--- src/rtl/a0_uart_tx_if.sv ---
// a0_uart_tx_if -- signal bundle between the register-file tap and the UART word transmitter.
//   a0_in      : live value of register x10 (a0), driven by the producer side
//   tx         : UART 8N1 serial line (idle high)
//   busy       : high while a 32-bit word is being shifted out
//   words_sent : count of completed word transmissions (wraps at 2^16)
// master modport = producer / observer, slave modport = transmitter.
interface a0_uart_tx_if;
    logic [31:0] a0_in;
    logic        tx;
    logic        busy;
    logic [15:0] words_sent;

    modport master (output a0_in, input tx, input busy, input words_sent);
    modport slave  (input a0_in, output tx, output busy, output words_sent);
endinterface

--- src/rtl/a0_uart_tx.sv ---
// a0_uart_tx -- watches register a0 and streams every newly observed value out
// of a UART 8N1 line as four bytes, most-significant byte first, LSB first
// within each byte.
// Ports:
//   clk : sole clock, rising edge
//   rst : synchronous active-high reset
//   bus : a0_uart_tx_if.slave (a0_in in; tx, busy, words_sent out)
// A new word is accepted only while idle, so values that come and go during a
// transmission are dropped; only the value present when idle is sent.
module a0_uart_tx #(
    parameter int unsigned CLKS_PER_BIT = 16
) (
    input  logic           clk,
    input  logic           rst,
    a0_uart_tx_if.slave    bus
);

    typedef enum logic [1:0] {
        IDLE  = 2'd0,
        START = 2'd1,
        DATA  = 2'd2,
        STOP  = 2'd3
    } state_t;

    localparam logic [15:0] LAST_CNT = 16'(CLKS_PER_BIT - 1);

    state_t      state_q, state_d;
    logic [31:0] shadow_q, shadow_d;
    logic [31:0] shift_q, shift_d;
    logic [1:0]  byte_idx_q, byte_idx_d;
    logic [2:0]  bit_idx_q, bit_idx_d;
    logic [15:0] cnt_q, cnt_d;
    logic        tx_q, tx_d;
    logic        busy_q, busy_d;
    logic [15:0] words_sent_q, words_sent_d;

    logic        bit_done_s;
    logic [2:0]  next_bit_s;

    assign bit_done_s = (cnt_q == LAST_CNT);
    assign next_bit_s = bit_idx_q + 3'd1;

    // Next-state, next-output and counter computation for the word transmitter.
    always_comb begin
        state_d      = state_q;
        shadow_d     = shadow_q;
        shift_d      = shift_q;
        byte_idx_d   = byte_idx_q;
        bit_idx_d    = bit_idx_q;
        cnt_d        = cnt_q;
        tx_d         = tx_q;
        busy_d       = busy_q;
        words_sent_d = words_sent_q;

        case (state_q)
            IDLE: begin
                if (bus.a0_in != shadow_q) begin
                    shadow_d   = bus.a0_in;
                    shift_d    = bus.a0_in;
                    state_d    = START;
                    byte_idx_d = 2'd0;
                    bit_idx_d  = 3'd0;
                    cnt_d      = 16'd0;
                    tx_d       = 1'b0;
                    busy_d     = 1'b1;
                end else begin
                    tx_d   = 1'b1;
                    busy_d = 1'b0;
                end
            end
            START: begin
                if (bit_done_s) begin
                    cnt_d     = 16'd0;
                    bit_idx_d = 3'd0;
                    state_d   = DATA;
                    // {~byte_idx, bit} == 8*(3-byte_idx)+bit: byte 0 is bits [31:24].
                    tx_d      = shift_q[{~byte_idx_q, 3'd0}];
                end else begin
                    cnt_d = cnt_q + 16'd1;
                end
            end
            DATA: begin
                if (bit_done_s) begin
                    cnt_d = 16'd0;
                    if (bit_idx_q == 3'd7) begin
                        state_d = STOP;
                        tx_d    = 1'b1;
                    end else begin
                        bit_idx_d = next_bit_s;
                        tx_d      = shift_q[{~byte_idx_q, next_bit_s}];
                    end
                end else begin
                    cnt_d = cnt_q + 16'd1;
                end
            end
            STOP: begin
                if (bit_done_s) begin
                    cnt_d = 16'd0;
                    if (byte_idx_q == 2'd3) begin
                        state_d      = IDLE;
                        tx_d         = 1'b1;
                        busy_d       = 1'b0;
                        words_sent_d = words_sent_q + 16'd1;
                    end else begin
                        // Next byte's start bit follows the stop bit with no gap.
                        byte_idx_d = byte_idx_q + 2'd1;
                        state_d    = START;
                        tx_d       = 1'b0;
                    end
                end else begin
                    cnt_d = cnt_q + 16'd1;
                end
            end
            default: begin
                state_d = IDLE;
                tx_d    = 1'b1;
                busy_d  = 1'b0;
            end
        endcase
    end

    // State and output registers; reset wins over any pending change detection.
    always_ff @(posedge clk) begin
        if (rst) begin
            state_q      <= IDLE;
            shadow_q     <= 32'd0;
            shift_q      <= 32'd0;
            byte_idx_q   <= 2'd0;
            bit_idx_q    <= 3'd0;
            cnt_q        <= 16'd0;
            tx_q         <= 1'b1;
            busy_q       <= 1'b0;
            words_sent_q <= 16'd0;
        end else begin
            state_q      <= state_d;
            shadow_q     <= shadow_d;
            shift_q      <= shift_d;
            byte_idx_q   <= byte_idx_d;
            bit_idx_q    <= bit_idx_d;
            cnt_q        <= cnt_d;
            tx_q         <= tx_d;
            busy_q       <= busy_d;
            words_sent_q <= words_sent_d;
        end
    end

    assign bus.tx         = tx_q;
    assign bus.busy       = busy_q;
    assign bus.words_sent = words_sent_q;

endmodule

--- src/flat_wrapper.sv ---
// flat-port wrapper written by rule: the top's interface ports become plain ports
module a0_uart_tx_flat 
#(
    parameter int unsigned CLKS_PER_BIT = 16
)
  (clk, rst, bus_a0_in, bus_tx, bus_busy, bus_words_sent);
  a0_uart_tx_if bus_i ();
  input  logic clk;
  input  logic rst;
  input wire logic [$bits(bus_i.a0_in)-1:0] bus_a0_in;
  output wire logic [$bits(bus_i.tx)-1:0] bus_tx;
  output wire logic [$bits(bus_i.busy)-1:0] bus_busy;
  output wire logic [$bits(bus_i.words_sent)-1:0] bus_words_sent;
  assign bus_i.a0_in = bus_a0_in;
  assign bus_tx = bus_i.tx;
  assign bus_busy = bus_i.busy;
  assign bus_words_sent = bus_i.words_sent;
  a0_uart_tx #(.CLKS_PER_BIT(CLKS_PER_BIT)) u_core (.clk(clk), .rst(rst), .bus(bus_i));
endmodule
--- config.mk ---
export PLATFORM = sky130hd
export DESIGN_NAME = a0_uart_tx_flat
export DESIGN_NICKNAME = d
export VERILOG_FILES = /design/src/rtl/a0_uart_tx_if.sv /design/src/rtl/a0_uart_tx.sv /design/src/flat_wrapper.sv
export SDC_FILE = /design/constraint.sdc
export NUM_CORES = 1
export LEC_CHECK = 0
export ABC_AREA = 1
export CAP_MARGIN = 10
export CORE_AREA = 4 4 101 103
export DETAILED_ROUTE_END_ITERATION = 6
export DIE_AREA = 0 0 105 107
export PLACE_DENSITY = 0.72
export RECOVER_POWER = 50
export SETUP_SLACK_MARGIN = 0.02
export SLEW_MARGIN = 10
export SYNTH_ARGS = -nofsm -noshare
export SYNTH_HDL_FRONTEND = slang
export SYNTH_SLANG_ARGS = --single-unit
--- constraint.sdc ---
create_clock -name clk -period 1.8 [get_ports clk]
set_input_delay 0.18 -clock clk [delete_from_list [all_inputs] [get_ports clk]]
set_output_delay 0.18 -clock clk [all_outputs]
set_load 0.05 [all_outputs]
-- Yosys cells after proc, flatten, opt, wreduce, memory -nomap -nowiden
Cells that the tools add are included.
- $add $sub $neg: 4
- bitwise logic cells: 1
- shifts and indexed selects: 0
- reductions and logical operators: 11
- div/mod/pow operators: 0
- muxes and demuxes: 34
- equal/unequal tests: 15
- multipliers: 0
- magnitude comparators: 2
- operators by type and width (operator ; number):
    16-bit by 1-bit adder with 16-bit output (second input constant) ; 2
    16-bit two-way mux ; 2
    32-bit inequality test ; 1
    16-bit case mux with 2 select lines ; 1
    16-bit by 4-bit == test with 1-bit output (second input constant) ; 1
    2-bit two-way mux ; 8
    5-bit by 6-bit < comparator with 1-bit output (second input constant) ; 2
    1-bit two-way mux ; 12
    3-bit two-way mux ; 4
    2-bit by 1-bit inequality test with 1-bit output (second input constant) ; 6
    5-bit AND reduction ; 2
    3-bit case mux with 3 select lines ; 1
    3-bit AND reduction ; 3
    2-bit case mux with 4 select lines ; 1
    2-bit == test (second input constant) ; 3
    1-bit binary-select mux with 5-bit select ; 1
    2-bit inequality test (second input constant) ; 2
    1-bit case mux with 4 select lines ; 1
    2-bit case mux with 2 select lines ; 1
    4-bit AND reduction ; 1
    3-bit by 1-bit adder with 3-bit output (second input constant) ; 1
    3-bit == test (second input constant) ; 1
    3-bit nonzero test ; 1
    3-bit OR reduction ; 1
    8 further kinds ; 8
- memories kept: 0
- input bits: 34
- ROM bits: 0
- latch bits: 0
- output and inout port bits: 18
- word-level logic and storage cells: 75
- RAM bits: 0
- register bits after elaboration: 73

-- Depth between registers and ports, before layout
- depth after elaboration: 6
- mapped depth: 14
- mapped depth without buffers: 14

-- Least setup slack after synthesis
Ideal clock, no wire load.
- kind: flip-flop to flip-flop
- start point: reg u_core.words_sent_q[5] (netlist: u_core.bus.words_sent[5])
- end point: reg u_core.words_sent_q[12] (netlist: u_core.bus.words_sent[12])
- period minus slack after synthesis: 1.789 ns
- cell stages (with the launch flop): 10
- path slack: 0.011 ns
- setup time: 0.117 ns
- arrival: 1.672 ns
- cell sequence: dfxtp_1 -> inv_1 -> nor2_1 -> nand3_1 -> nor3_1 -> nand2_1 -> nor2_4 -> nand3_1 -> nand2_1 -> nor2_1
- cells in the longest elaborated chain, start to end: 1
- ends and longest elaborated chain (what ; line ; source):
    from (decl) ; a0_uart_tx.sv:35 ; logic [15:0] words_sent_q, words_sent_d;
    from (signal assigned) ; a0_uart_tx.sv:143 ; words_sent_q <= words_sent_d;
    16-bit by 1-bit adder with 16-bit output ; a0_uart_tx.sv:103 ; words_sent_d = words_sent_q + 16'd1;
Every way passes these cells.
A chain may end at the register's enable or synchronous reset.

-- Worst setup path in the final report
- start point: reg u_core.busy_q (netlist: u_core.bus.busy)
- end point: out bus_busy
- RTL lines (what ; line ; source):
    from (decl) ; a0_uart_tx.sv:34 ; logic busy_q, busy_d;
    from (signal assigned) ; a0_uart_tx.sv:142 ; busy_q <= busy_d;
    to (decl) ; flat_wrapper.sv:12 ; output wire logic [$bits(bus_i.busy)-1:0] bus_busy;
No word-level cell between the ends.

==> impl_results.md <==
* Synth Area in Adders at around 2.8%
* Worst Hold Class: primary input to register
* Synth unique cells at 37
* Final WL at between 10000 and 15000 µm
* Fin. Hold Viols at 0
* WHS Path Cells at 3
* Tot GR Track Use at 20.4%
* RSZ-0062 raised after global routing: yes
* Dpl cells at 833
* Placeable core area at 9200 µm²
* Commonest non-fill, non-tap cell in the layout: nand2_1
* DPL Wire Length at 8390 µm
* CP startpoint kind: register
* LEAKAGE at between 2 and 2.5 nW
* Largest net degree at the start of global routing at 46
* Crit Path Max Fanout at 2
* CTS Sinks at 73
* Critical Path AT at 1.55 ns
* Die X at 105 µm
* Clock buffer depth at 2
* Max IR drop VDD at 781 µV
* CP max stage cell: clkdlybuf4s50_1
* Area delta synth->final at 25.7%
* Min Tclk post-route at roughly 1.7 ns
* DIE AREA at between 10000 and 15000 µm²
* Max_cap viols at 0
* Initial Utilization at 47.7%
* Top post-synthesis cells by area: dfxtp_1 33%, nand2_1 14%, nor2_1 6.8%
* CTS tree: done
* Share of layout cells above drive strength 1 at 13.7%
* Fin nets at 785
* Critical path endpoint category: primary output
* Clk_lat worst skew at between 0.3 and 0.4 ns
* Compound-Gate Fraction of Synth Area at around 14%
* Worst EP required at 1.62 ns
* Relative slew slack at 59.2%
* Initial antenna violation count at 0
* Mapped Area at 4390 µm²
* Drt initial violations at 292
* Gp weighted congestion at 0.904
* Row count at 35
* Syn Nets at between 700 and 800
* Final worst path period share at 95.9%
* Final antenna-violating net count at 0
* Yosys reg bits at 73
* Final-report max-slew violation count at 0
* Port bufs at 51
* DR WL/cell at roughly 14 µm
* Mean Syn Cell Area at 6.60 µm²
* Worst-Margin Slew at 0.615 ns
* Post-Place Cell Area at 5150 µm²
* Post-synthesis mux area share at 0%
* Clk root buf: clkbuf_8
* Slowest stage delay, CP at 0.82 ns
* Clk slew on worst S/H paths at ~0.070 ns
* Yosys top cell by area: dfxtp_1
* Number of global-route vias before repair at 4075
* DRT Pass-1 Iters at 5
* # setup viols final at 0
* R2R setup slack at 0.09 ns
* Final cell area excluding filler cells at 5520 µm²
* Post-synthesis sequential area ratio at 33.3%
* Commonest non-fill, non-tap cells in the layout: 166 x nand2_1, 76 x nor2_1, 64 x inv_1, 62 x dfxtp_1, 55 x a21oi_1
* Post-Synth XOR/XNOR Area at under 10%
* DRC Markers at 0
* First-pass GRT wire length at 18900 µm
* Reg-to-Reg Start: u_core.cnt_q[0]$_SDFFE_PP0N_
* Hold path startpoint: bus_a0_in[4]
* Clock skew at 0.0150 ns
* CTS buffer count at 9
* Grt total ovfl at 0
* Power density over cell area at 1240 nW/µm²
* R2R depth at 13
* Main combinational cell family by area after synthesis: simple AND/OR/NAND/NOR gates
* Vias at 4516
* Die H at 107 µm
* Hold path endpoint: u_core.shadow_q[4]$_SDFFE_PP0P_
* Status: finished, final reports clean
* Critical Path, Cell by Cell: clkdlybuf4s50_1
* Number of H-tree levels at 3
* Top cell type's share of synthesized area at around a third
* Reg2reg end: u_core.bus.words_sent[14]$_SDFFE_PP0P_
* Buf+Inv Stages, Crit Path at 1
* Layout Cells excl Fill at 857
* Critical path class: register to primary output
* Fmax at 0.579 GHz
* Post-synthesis simple-gate area fraction at 33.2%
* Cell count after synthesis at 665
* Drt via density at 5.27
* CP top delay family: buffers and inverters
* Diode count at 0
* IO Count at 52
* Ys Warns at 0
-- registers in the layout, summed over array words and instances (netlist names) --
name,count
u_core.bit_idx_q,3
u_core.bus.words_sent,16
u_core.bus.tx,1
u_core.shadow_q,32
u_core.cnt_q,16
u_core.bus.busy,1
u_core.byte_idx_q,2
u_core.state_q,2
-- cell families (layout without fill, tap and decap cells) --
group / count (synthesis) / after routing
compound gates: 116 / 116
xor+xnor: 34 / 34
fa+ha+maj: 10 / 10
buf+inv: 99 / 180
flops: 73 / 73
simple gates: 333 / 333
-- worst max path at each step --
| stage | from | end | slack [ns] | cells past startpoint |
|---|---|---|---|---|
| floorplan | u_core.bus.words_sent[0]$_SDFFE_PP0P_ | u_core.bus.words_sent[12]$_SDFFE_PP0P_ | 0.02 | 8 |
| global placement | bus_a0_in[11] | u_core.cnt_q[6]$_SDFFE_PP0N_ | -0.14 | 12 |
| detailed placement | bus_a0_in[24] | u_core.bit_idx_q[0]$_SDFFE_PP0P_ | -0.18 | 12 |
| CTS | u_core.bus.words_sent[2]$_SDFFE_PP0P_ | bus_words_sent[2] | 0.02 | 1 |
| global route | u_core.shadow_q[23]$_SDFFE_PP0P_ | u_core.cnt_q[6]$_SDFFE_PP0N_ | -0.02 | 10 |
| finish | u_core.bus.busy$_SDFFE_PP0P_ | bus_busy | 0.07 | 1 |
-- per-stage QoR --
stage	hold WS (ns)	setup WS (ns)	setup TNS [ns]	total power, mW	util, %
after floorplan	0.343	0.0232	0	4.19	-
after global placement	0.457	-0.137	-4.54	4.93	56.0
after detailed placement	0.458	-0.181	-5.95	5.00	56.0
after global routing	0.280	-0.0193	-0.0791	7.30	60.0
final	0.255	0.0739	0	6.82	60.0
after CTS	0.469	0.0225	0	6.60	58.6
-- synth_stat cells (all sizes together) --
cell type  instances
xor2              10
buf               11
xnor2             24
o211ai             9
and3               1
nand4             14
a21oi             56
nor4               2
o21ai             48
nor2              85
o21a               1
nor3b              1
ha                10
nor3              12
nand3             45
clkinv             3
dfxtp             73
o21bai             1
nand3b             1
nand2            172
o31ai              1
inv               76
clkbuf             9
-- power breakdown --
group | switching, mW | total (mW) | internal, mW
clock | 0.627 | 1.58 | 0.958
sequential | 0.271 | 2.21 | 1.94
combinational | 1.86 | 3.02 | 1.17
-- area by class of cell --
class                      count  area [µm²]
fill                         877        3680
tap                          111         139
clock inverter                 5         103
inverter                      79         307
timing repair buffer          83         747
clock buffer                  11         141
timing repair inverter         2        12.5
sequential                    73        1480
multi-input combinational    493        2600
-- per-layer routing --
metal	global-route usage, %	wire, µm
met5	0	0
met2	32.4	5550
met1	26.9	5420
met4	7.59	166
met3	4.70	782
-- repair_timing --
action / in CTS / in global routing
endpoints found under the setup margin: 3 / 73
resized for setup: 3 / 49
gates cloned: 0 / 3
hold endpoints to repair: 0 / 0
pin swaps: 0 / 12
setup buffers: 0 / 5
hold buffers: 0 / 0
Power figures use the tool's default switching activity.
